<file path="src/rtl/alu_ctrl_pkg.sv">
// alu_ctrl_pkg: ALUOp, funct and ALU Funct codes plus the buffered entry type.
package alu_ctrl_pkg;
  localparam logic [1:0] R_TYPE = 2'b10;
  localparam logic [1:0] I_SUB = 2'b00;
  localparam logic [1:0] I_ADD = 2'b01;
  localparam logic [1:0] I_AND = 2'b11;
  localparam logic [5:0] FN_ADDU = 6'b001011;
  localparam logic [5:0] FN_SUBU = 6'b001101;
  localparam logic [5:0] FN_AND = 6'b010010;
  localparam logic [5:0] FN_SLL = 6'b100110;
  localparam logic [5:0] ALU_NOP = 6'b000000;
  localparam logic [5:0] ALU_ADDU = 6'b001001;
  localparam logic [5:0] ALU_SUBU = 6'b001010;
  localparam logic [5:0] ALU_AND = 6'b010001;
  localparam logic [5:0] ALU_SLL = 6'b100001;
  typedef struct packed {
    logic [5:0] funct;
    logic illegal;
  } alu_ctrl_entry_t;
endpackage

</file>
<file path="src/rtl/alu_ctrl_pipe_if.sv">
// alu_ctrl_pipe_if: valid/ready op bus into and out of the ALU control stage.
interface alu_ctrl_pipe_if #(parameter int TAG_W = 5);
  logic in_valid;
  logic in_ready;
  logic [5:0] in_funct;
  logic [1:0] in_alu_op;
  logic [TAG_W-1:0] in_tag;
  logic out_valid;
  logic out_ready;
  logic [5:0] out_funct;
  logic out_illegal;
  logic [TAG_W-1:0] out_tag;
  modport master (output in_valid, in_funct, in_alu_op, in_tag, out_ready,
                  input in_ready, out_valid, out_funct, out_illegal, out_tag);
  modport slave (input in_valid, in_funct, in_alu_op, in_tag, out_ready,
                 output in_ready, out_valid, out_funct, out_illegal, out_tag);
endinterface

</file>
<file path="src/rtl/alu_ctrl_decode.sv">
// alu_ctrl_decode: combinational funct/ALUOp to ALU Funct decoder with illegal flag.
module alu_ctrl_decode
  import alu_ctrl_pkg::*;
(
  input  logic [5:0] funct,
  input  logic [1:0] alu_op,
  output logic [5:0] funct_out,
  output logic       illegal
);
  assign funct_out = alu_op == I_SUB ? ALU_SUBU :
                     alu_op == I_ADD ? ALU_ADDU :
                     alu_op == I_AND ? ALU_AND  :
                     funct == FN_ADDU ? ALU_ADDU :
                     funct == FN_SUBU ? ALU_SUBU :
                     funct == FN_AND  ? ALU_AND  :
                     funct == FN_SLL  ? ALU_SLL  : ALU_NOP;
  // only R-type can miss; every recognised R-type code maps to a nonzero Funct
  assign illegal = alu_op == R_TYPE && funct_out == ALU_NOP;
endmodule

</file>
<file path="src/rtl/alu_ctrl_pipe.sv">
// alu_ctrl_pipe: decoded ALU control behind a 2-entry elastic buffer with illegal-op counter.
module alu_ctrl_pipe
  import alu_ctrl_pkg::*;
#(
  parameter int TAG_W = 5,
  parameter int CNT_W = 8
) (
  input  logic             clk,
  input  logic             rst,
  input  logic             flush,
  alu_ctrl_pipe_if.slave   bus,
  output logic [CNT_W-1:0] illegal_cnt
);
  alu_ctrl_entry_t dec;
  alu_ctrl_entry_t ent_q [2];
  logic [TAG_W-1:0] tag_q [2];
  logic [1:0] cnt;
  logic wp, rp, push, pop;
  alu_ctrl_decode u_dec (
    .funct(bus.in_funct),
    .alu_op(bus.in_alu_op),
    .funct_out(dec.funct),
    .illegal(dec.illegal)
  );
  assign bus.in_ready = !rst && !flush && cnt != 2'd2;
  assign bus.out_valid = cnt != 2'd0;
  assign bus.out_funct = ent_q[rp].funct;
  assign bus.out_illegal = ent_q[rp].illegal;
  assign bus.out_tag = tag_q[rp];
  assign push = bus.in_valid && bus.in_ready;
  assign pop = bus.out_valid && bus.out_ready;
  always_ff @(posedge clk) begin
    if (rst) begin
      cnt <= '0;
      wp <= 1'b0;
      rp <= 1'b0;
      ent_q <= '{default: '0};
      tag_q <= '{default: '0};
      illegal_cnt <= '0;
    end else if (flush) begin
      cnt <= '0;
      wp <= 1'b0;
      rp <= 1'b0;
    end else begin
      if (push) begin
        ent_q[wp] <= dec;
        tag_q[wp] <= bus.in_tag;
        wp <= ~wp;
      end
      if (pop) rp <= ~rp;
      cnt <= cnt + 2'(push) - 2'(pop);
      if (push && dec.illegal && illegal_cnt != '1) illegal_cnt <= illegal_cnt + CNT_W'(1);
    end
  end
endmodule

</file>
<file path="src/flat_wrapper.sv">
// flat-port wrapper written by rule: the top's interface ports become plain ports
module alu_ctrl_pipe_flat import alu_ctrl_pkg::*;
#(
  parameter int TAG_W = 5,
  parameter int CNT_W = 8
)
  (clk, rst, flush, illegal_cnt, bus_in_valid, bus_in_funct, bus_in_alu_op, bus_in_tag, bus_out_ready, bus_in_ready, bus_out_valid, bus_out_funct, bus_out_illegal, bus_out_tag);
  alu_ctrl_pipe_if #(.TAG_W(TAG_W)) bus_i ();
  input  logic clk;
  input  logic rst;
  input  logic flush;
  output logic [CNT_W-1:0] illegal_cnt;
  input wire logic [$bits(bus_i.in_valid)-1:0] bus_in_valid;
  input wire logic [$bits(bus_i.in_funct)-1:0] bus_in_funct;
  input wire logic [$bits(bus_i.in_alu_op)-1:0] bus_in_alu_op;
  input wire logic [$bits(bus_i.in_tag)-1:0] bus_in_tag;
  input wire logic [$bits(bus_i.out_ready)-1:0] bus_out_ready;
  output wire logic [$bits(bus_i.in_ready)-1:0] bus_in_ready;
  output wire logic [$bits(bus_i.out_valid)-1:0] bus_out_valid;
  output wire logic [$bits(bus_i.out_funct)-1:0] bus_out_funct;
  output wire logic [$bits(bus_i.out_illegal)-1:0] bus_out_illegal;
  output wire logic [$bits(bus_i.out_tag)-1:0] bus_out_tag;
  assign bus_i.in_valid = bus_in_valid;
  assign bus_i.in_funct = bus_in_funct;
  assign bus_i.in_alu_op = bus_in_alu_op;
  assign bus_i.in_tag = bus_in_tag;
  assign bus_i.out_ready = bus_out_ready;
  assign bus_in_ready = bus_i.in_ready;
  assign bus_out_valid = bus_i.out_valid;
  assign bus_out_funct = bus_i.out_funct;
  assign bus_out_illegal = bus_i.out_illegal;
  assign bus_out_tag = bus_i.out_tag;
  alu_ctrl_pipe #(.TAG_W(TAG_W), .CNT_W(CNT_W)) u_core (.clk(clk), .rst(rst), .flush(flush), .bus(bus_i), .illegal_cnt(illegal_cnt));
endmodule
</file>
<file path="config.mk">
export PLATFORM = sky130hd
export DESIGN_NAME = alu_ctrl_pipe_flat
export DESIGN_NICKNAME = d
export VERILOG_FILES = /design/src/rtl/alu_ctrl_pkg.sv /design/src/rtl/alu_ctrl_pipe_if.sv /design/src/rtl/alu_ctrl_decode.sv /design/src/rtl/alu_ctrl_pipe.sv /design/src/flat_wrapper.sv
export SDC_FILE = /design/constraint.sdc
export NUM_CORES = 1
export LEC_CHECK = 0
export CAP_MARGIN = 20
export CORE_MARGIN = 5
export CORE_UTILIZATION = 40
export CTS_CLUSTER_DIAMETER = 120
export CTS_CLUSTER_SIZE = 12
export DETAILED_ROUTE_END_ITERATION = 12
export DONT_BUFFER_PORTS = 1
export PLACE_DENSITY = 0.56
export SYNTH_ARGS = -nofsm -noshare
export SYNTH_HDL_FRONTEND = slang
export SYNTH_SLANG_ARGS = --single-unit
</file>
<file path="constraint.sdc">
create_clock -name clk -period 2.1 [get_ports clk]
set_input_delay 0.42 -clock clk [delete_from_list [all_inputs] [get_ports clk]]
set_output_delay 0.42 -clock clk [all_outputs]
set_load 0.02 [all_outputs]
</file>
==> results.txt, run 1 <==
----------------------------------------------------
[Synthesis]
  Number of different library cells in the post-synthesis netlist ... 47
  Post-synthesis sequential area ratio ... about 40%
  Number of enable flip-flop cells after synthesis ... 0
  Net count after synthesis ... approximately 220
  Post-synthesis instance area ... 1700 µm²
  Proportion of synthesized flip-flops having asynchronous set or reset ... 0%
  Synth warnings ... 0
  Gate count after technology mapping ... 197
  Most common flop cell mapped by yosys ... dfxtp_1
  Syn_area_per_cell ... approximately 8.6 µm²
  Number of synthesized register bits ... 34

[Placed design]
  Sum of net half-perimeters after detailed placement ... 2766 µm
  Routability congestion estimate from global placement ... 0.7717
  Port buffer count ... 0

[Critical path]
  Critical path buffers and inverters ... 1
  Worst path arrival time ... about 2100 ps
  CP max stage delay ... roughly 370 ps
  Data required, critical path ... 2280 ps
  Most common cell on crit path ... ha_1
  Worst path cell trace ... or2_2 -> and2_1 -> ha_1 -> inv_1 -> ha_1 -> xor2_1 -> xnor2_1 -> nor3_1
  Worst reg-to-reg setup slack ... between 150 and 200 ps
  Critical setup path kind ... register to register
  Slowest cell on the critical path ... or2_2
  Crit start category ... register
  Endpoint type of the worst setup path ... register
  Cell type group with the largest total delay on the critical path ... simple AND/OR/NAND/NOR gates
  Highest fanout seen on the critical path ... 3

[Timing]
  Headroom to the max-slew limit ... 49.09%
  Final critical-path share of the clock period ... 90.57%
  Skew final ... 3.358 ps
  Max-slew violation count ... 0
  Setup repair after global routing missed its margin ... false
  Slew at the pin closest to its max-slew limit ... 760.3 ps
  Maximum achievable frequency ... approximately 530 MHz
  Number of hold violations in the final report ... 0
  Number of setup violations in the final report ... 0
  Min Tclk post-route ... 1902 ps
  Final-layout setup total negative slack ... 0 ps

[Global route]
  Most Crowded Layer GR ... met2
  Met3 routing resource usage after global routing ... about 6.1%
  Via count of the first global-routing pass ... 1373
  Antenna violations before repair ... 0
  Combined global-route utilization of all metal layers ... 14.27%
  Total overflow reported by the global router ... 0
  Maximum number of pins on one net before global-route repair ... 31
  Wire length of the first global-routing pass ... about 6000 µm
  Global-route track usage on met1 ... 15.91%
  Met2 track demand over resource ... between 20% and 30%

[Clocking]
  Cell chosen for the clock root ... clkbuf_8
  Clock Tree Buf Depth ... 2
  Depth of the CTS H-tree ... 2
  Clock tree from TritonCTS ... done
  Number of instances resized during post-cts repair ... 0
  Num Clock Sinks ... 34
  Number of buffers added to fix hold violations after cts ... 0
  Clock latency on the worst-skew pair ... 280 ps
  Clock slew at the register clock pins of the worst setup and hold paths ... 70 ps
  Post-CTS Setup Inserts ... 0
  Clock buffer count from CTS ... 5

[Floorplan]
  Top Ports ... 40
  Area of the placeable core ... 4058 µm²
  Die height ... 75.20 µm
  Full die area ... 5655 µm²
  Number of placement rows ... 23
  Effective utilization at floorplan ... between 40% and 50%
  DIE WIDTH ... 75.20 µm

[Detailed routing]
  First DRT Iteration DRCs ... 49
  Remaining DRCs ... 0
  Number of vias in the routed layout ... roughly 1400
  Total wire length ... between 3000 and 4000 µm
  DR WL/cell ... 15.18 µm
  Number of nets with antenna violations after routing ... 0
  First-pass iteration count of the detailed router ... 4
  Number of vias per cell ... 5.524

[Power and ir drop]
  Ratio of total power to cell area ... 701.0 nW/µm²
  Leak pwr ... 0.6493 nW
  Largest vdd supply drop ... 0.3062 mV
  Total power consumption of the routed design ... 1.304 mW

[Layout]
  Share of post-route cells with drive strength above 1 ... 19.50%
  # nets final ... 220
  Area added between synthesis and finish ... 9.418%
  Number of antenna repair diodes ... 0
  Utilization of the core after routing ... 45.85%

[Run status]
  Outcome ... finished clean

[Run]
  Max capacitance violation total ... 0

[Worst hold path]
  Worst min path class ... primary input to register

----------------------------------------------------
-- path summary, 6_finish.rpt --
| kind | start | cells past startpoint | to |
|---|---|---|---|
| worst max register to register | u_core.cnt[1]$_SDFF_PP0_ | 8 | u_core.cnt[1]$_SDFF_PP0_ |
| worst max-delay path | u_core.cnt[1]$_SDFF_PP0_ | 8 | u_core.cnt[1]$_SDFF_PP0_ |
| worst min register to register | u_core.ent_q[2]$_SDFFE_PP0P_ | 2 | u_core.ent_q[2]$_SDFFE_PP0P_ |
| worst min-delay path | rst | 1 | u_core.cnt[1]$_SDFF_PP0_ |
-- kinds of logic (layout without fill, tap and decap cells) --
logic type      Yosys count  in the layout  synth area share, %
compound gates           42             42                14.72
xor+xnor                  3              3                1.546
fa+ha+maj                 3              3                2.208
buf+inv                  14             17                3.899
flops                    34             34                40.03
mux                      14             14                9.051
other cells               1              1               0.2205
simple gates             86             86                28.33
-- Yosys cell counts, drive strengths merged (2+ instances only) --
cell | instances | share of area, %
a211oi | 2 | 0.88
a21oi | 23 | 7.0
and2 | 5 | 2.1
buf | 4 | 1.4
clkbuf | 5 | 1.1
dfxtp | 34 | 40
ha | 3 | 2.2
inv | 4 | 0.88
mux2 | 11 | 7.3
mux2i | 3 | 1.8
nand2 | 32 | 7.5
nand2b | 4 | 1.6
nand3 | 9 | 4.1
nand4 | 2 | 0.74
nand4b | 2 | 1.0
nor2 | 15 | 3.9
nor2b | 2 | 0.74
nor3 | 4 | 1.2
o21ai | 8 | 2.4
o31ai | 2 | 0.88
o41ai | 2 | 1.0
or3 | 4 | 1.8
or4 | 2 | 0.88
xnor2 | 2 | 1.0
-- layer usage --
| layer | wire, µm | share of wire (%) |
|---|---|---|
| met1 | 1620 | 43 |
| met5 | 0 | 0 |
| met3 | 320 | 8.4 |
| met2 | 1788 | 47 |
| met4 | 68 | 1.8 |
-- state kept, by name, indices dropped and copies added (netlist names) --
signal              count
u_core.illegal_cnt      8
u_core.cnt              2
u_core.rp               1
u_core.tag_q           10
u_core.wp               1
u_core.ent_q           12
-- where the power goes --
| part | switching [mW] | leakage, nW | internal, mW | total (mW) |
|---|---|---|---|---|
| Sequential | 0.00650 | 0.275 | 0.654 | 0.661 |
| Combinational | 0.0524 | 0.317 | 0.0323 | 0.0847 |
| Clock | 0.228 | 0.0575 | 0.331 | 0.559 |
| Total | 0.287 | 0.649 | 1.02 | 1.30 |
-- placed cells by master, fill, tap and decap left out, drive strengths merged, types with 2 or more instances in the layout --
master  instances
a211oi          2
a21oi          23
and2            5
buf             4
clkbuf          8
dfxtp          34
ha              3
inv             4
mux2           11
mux2i           3
nand2          32
nand2b          4
nand3           9
nand4           2
nand4b          2
nor2           15
nor2b           2
nor3            4
o21ai           8
o31ai           2
o41ai           2
or3             4
or4             2
xnor2           2
-- through the flow --
step / instance area [µm²] / setup slack [ps] / hold slack, ps / instances
2_1_floorplan: 1700 / 290.2 / 432.9 / 197
3_3_place_gp: 1750 / 272.8 / 432.0 / 242
3_5_place_dp: 1750 / 185.9 / 441.3 / 242
4_1_cts: 1861 / 177.7 / 185.8 / 250
5_1_grt: 1861 / 82.79 / 178.1 / 250
6_report: 1861 / 197.9 / 202.7 / 250
-- cell type report --
| cell class | count | area, µm² |
|---|---|---|
| sequential | 34 | 680.7 |
| inverter | 5 | 23.77 |
| multi-input combinational | 149 | 953.4 |
| tap | 50 | 62.56 |
| clock buffer | 8 | 110.1 |
| fill | 397 | 2197 |
| timing repair buffer | 4 | 30.03 |
-- worst register-to-register path, delay by kind of cell (launching register included) --
| family | cells | cell delay (ps) |
|---|---|---|
| buffers and inverters | 1 | 60 |
| and+or+nand+nor | 3 | 630 |
| xor gates and xnor gates | 2 | 330 |
| DFF | 1 | 340 |
| adders and majority gates | 2 | 450 |
(Power assumes the default switching activity.)
==> run 2, diff against run 1 <==
==> constraint.sdc (replaced) <==
create_clock -name clk -period 1.9 [get_ports clk]
set_input_delay 0.38 -clock clk [delete_from_list [all_inputs] [get_ports clk]]
set_output_delay 0.38 -clock clk [all_outputs]
set_load 0.02 [all_outputs]
==> results.txt, run 2 (same netlist as run 1, synthesis figures left out) <==
----------------------------------------------------
[Timing]
  Skew final ... 9.847 ps
  Number of setup violations in the final report ... 0
  Final-layout setup total negative slack ... 0 ps
  Slew at the pin closest to its max-slew limit ... 742.0 ps
  Final worst hold slack ... 152.6 ps
  Number of hold violations in the final report ... 0
  Headroom to the max-slew limit ... 50.31%
  Setup repair after global routing missed its margin ... false
  Max-slew violation count ... 0
  Min Tclk post-route ... 1719 ps
  Maximum achievable frequency ... between 500 and 600 MHz
  Final critical-path share of the clock period ... 90.49%

[Critical path]
  CP max stage delay ... approximately 340 ps
  Critical setup path kind ... register to register
  Worst path cell trace ... or2_4 -> and2_4 -> ha_4 -> inv_1 -> ha_2 -> xor2_2 -> xnor2_1 -> nor3_1
  Endpoint type of the worst setup path ... register
  Data required, critical path ... 2100 ps
  Crit start category ... register
  Worst path arrival time ... 1920 ps
  Highest fanout seen on the critical path ... 3
  Slowest cell on the critical path ... dfxtp_2

[Clocking]
  Clock buffer count from CTS ... 5
  Number of buffers added to fix hold violations after cts ... 0
  Depth of the CTS H-tree ... 2
  Clock latency on the worst-skew pair ... 280 ps
  Clock tree from TritonCTS ... done
  Cell chosen for the clock root ... clkbuf_8
  Clock slew at the register clock pins of the worst setup and hold paths ... around 70 ps
  Clock Tree Buf Depth ... 2
  Num Clock Sinks ... 34

[Floorplan]
  DIE WIDTH ... about 75 µm
  Effective utilization at floorplan ... roughly two fifths
  Top Ports ... 40
  Number of placement rows ... 23
  Die height ... between 70 and 80 µm
  Full die area ... 5655 µm²
  Area of the placeable core ... 4058 µm²

[Global route]
  Total overflow reported by the global router ... 0
  Wire length of the first global-routing pass ... about 6500 µm
  Maximum number of pins on one net before global-route repair ... 31
  Combined global-route utilization of all metal layers ... between 10% and 20%
  Via count of the first global-routing pass ... 1444
  Antenna violations before repair ... 0

[Layout]
  Area taken by multi-input logic gates ... a little under 1000 µm²
  Most flop-heavy register ... u_core.ent_q
  Share of post-route cells with drive strength above 1 ... 25.59%
  Commonest non-fill, non-tap cells in the layout ... 33 x dfxtp_1, 31 x nand2_1, 22 x a21oi_1
  Most common cell after layout, fill and taps aside ... dfxtp_1
  Number of fill cells in the layout ... 407
  # nets final ... 231
  Area added between synthesis and finish ... 14.86%
  Max reg flops ... 12
  Biggest regs ... u_core.ent_q: 12 flops, u_core.tag_q: 10 flops, u_core.illegal_cnt: 8 flops
  Number of antenna repair diodes ... 0
  Combined flip-flop and latch cell area ... just under 700 µm²

[Detailed routing]
  Number of vias per cell ... 5.548
  Number of nets with antenna violations after routing ... 0
  Remaining DRCs ... 0
  First-pass iteration count of the detailed router ... 4
  Total wire length ... about 4000 µm
  Number of vias in the routed layout ... 1448
  First DRT Iteration DRCs ... 83
  DR WL/cell ... 15.31 µm

[Run status]
  Outcome ... finished clean

[Power and ir drop]
  Ratio of total power to cell area ... approximately 700 nW/µm²
  Largest vdd supply drop ... 0.3993 mV
  Leak pwr ... 0.6963 nW

[Run]
  Max capacitance violation total ... 0

[Worst hold path]
  Worst min path class ... primary input to register

[Placed design]
  Routability congestion estimate from global placement ... about 0.81
  Sum of net half-perimeters after detailed placement ... 2897 µm
  Port buffer count ... 0

----------------------------------------------------
run 2: area by class of cell:
type	count	share of cell area [%]
Multi-Input combinational cell	149	50.22
Sequential cell	34	34.91
Timing Repair Buffer	15	5.766
Clock buffer	7	4.420
Tap cell	50	3.203
Inverter	5	1.217
Clock inverter	1	0.2562
run 2: path summary, 6_finish.rpt:
check                                from  slack [ps]                      endpoint  cells after the start
max              u_core.cnt[1]$_SDFF_PP0_         180      u_core.cnt[1]$_SDFF_PP0_                      8
min                                   rst         150      u_core.cnt[1]$_SDFF_PP0_                      1
max reg2reg      u_core.cnt[1]$_SDFF_PP0_         180      u_core.cnt[1]$_SDFF_PP0_                      8
min reg2reg  u_core.tag_q[4]$_SDFFE_PP0P_         450  u_core.tag_q[4]$_SDFFE_PP0P_                      2
run 2: repair_timing:
item,CTS,global route
buffers inserted,0,3
gates resized for setup,0,6
endpoints found under the setup margin,0,1
endpoints found under the hold margin,0,0
run 2: report_power, final:
part	total (mW)	switching (mW)	internal (mW)	leakage [nW]
Combinational	0.106	0.0628	0.0428	0.373
Clock	0.541	0.249	0.292	0.0482
Sequential	0.728	0.00523	0.723	0.275
run 2: critical path, delay by kind of cell, from the launching register on:
family,cells,cell delay [ps]
buf+inv,1,30
simple gates,3,560
xor+xnor,2,290
fa+ha+maj,2,420
flops,1,340
run 2: metal layers:
layer,vias to the layer above,GRT usage (%),share of wire [%]
met5,-,0,0
met4,0,3.495,0.53
met3,2,6.275,9.6
met2,54,24.37,48
met1,679,18.39,42
li1,713,-,-
run 2: through the flow:
step	power, mW	worst slack, ps	cells	utilization (%)	cell area (µm²)
2_1_floorplan	0.8340	90.24	197	-	1700
3_3_place_gp	0.8421	162.2	250	44.62	1810
6_report	1.375	180.7	261	48.13	1953
4_1_cts	1.392	60.86	258	46.87	1902
3_5_place_dp	0.8449	73.69	250	44.62	1810
5_1_grt	1.441	31.53	261	48.13	1953
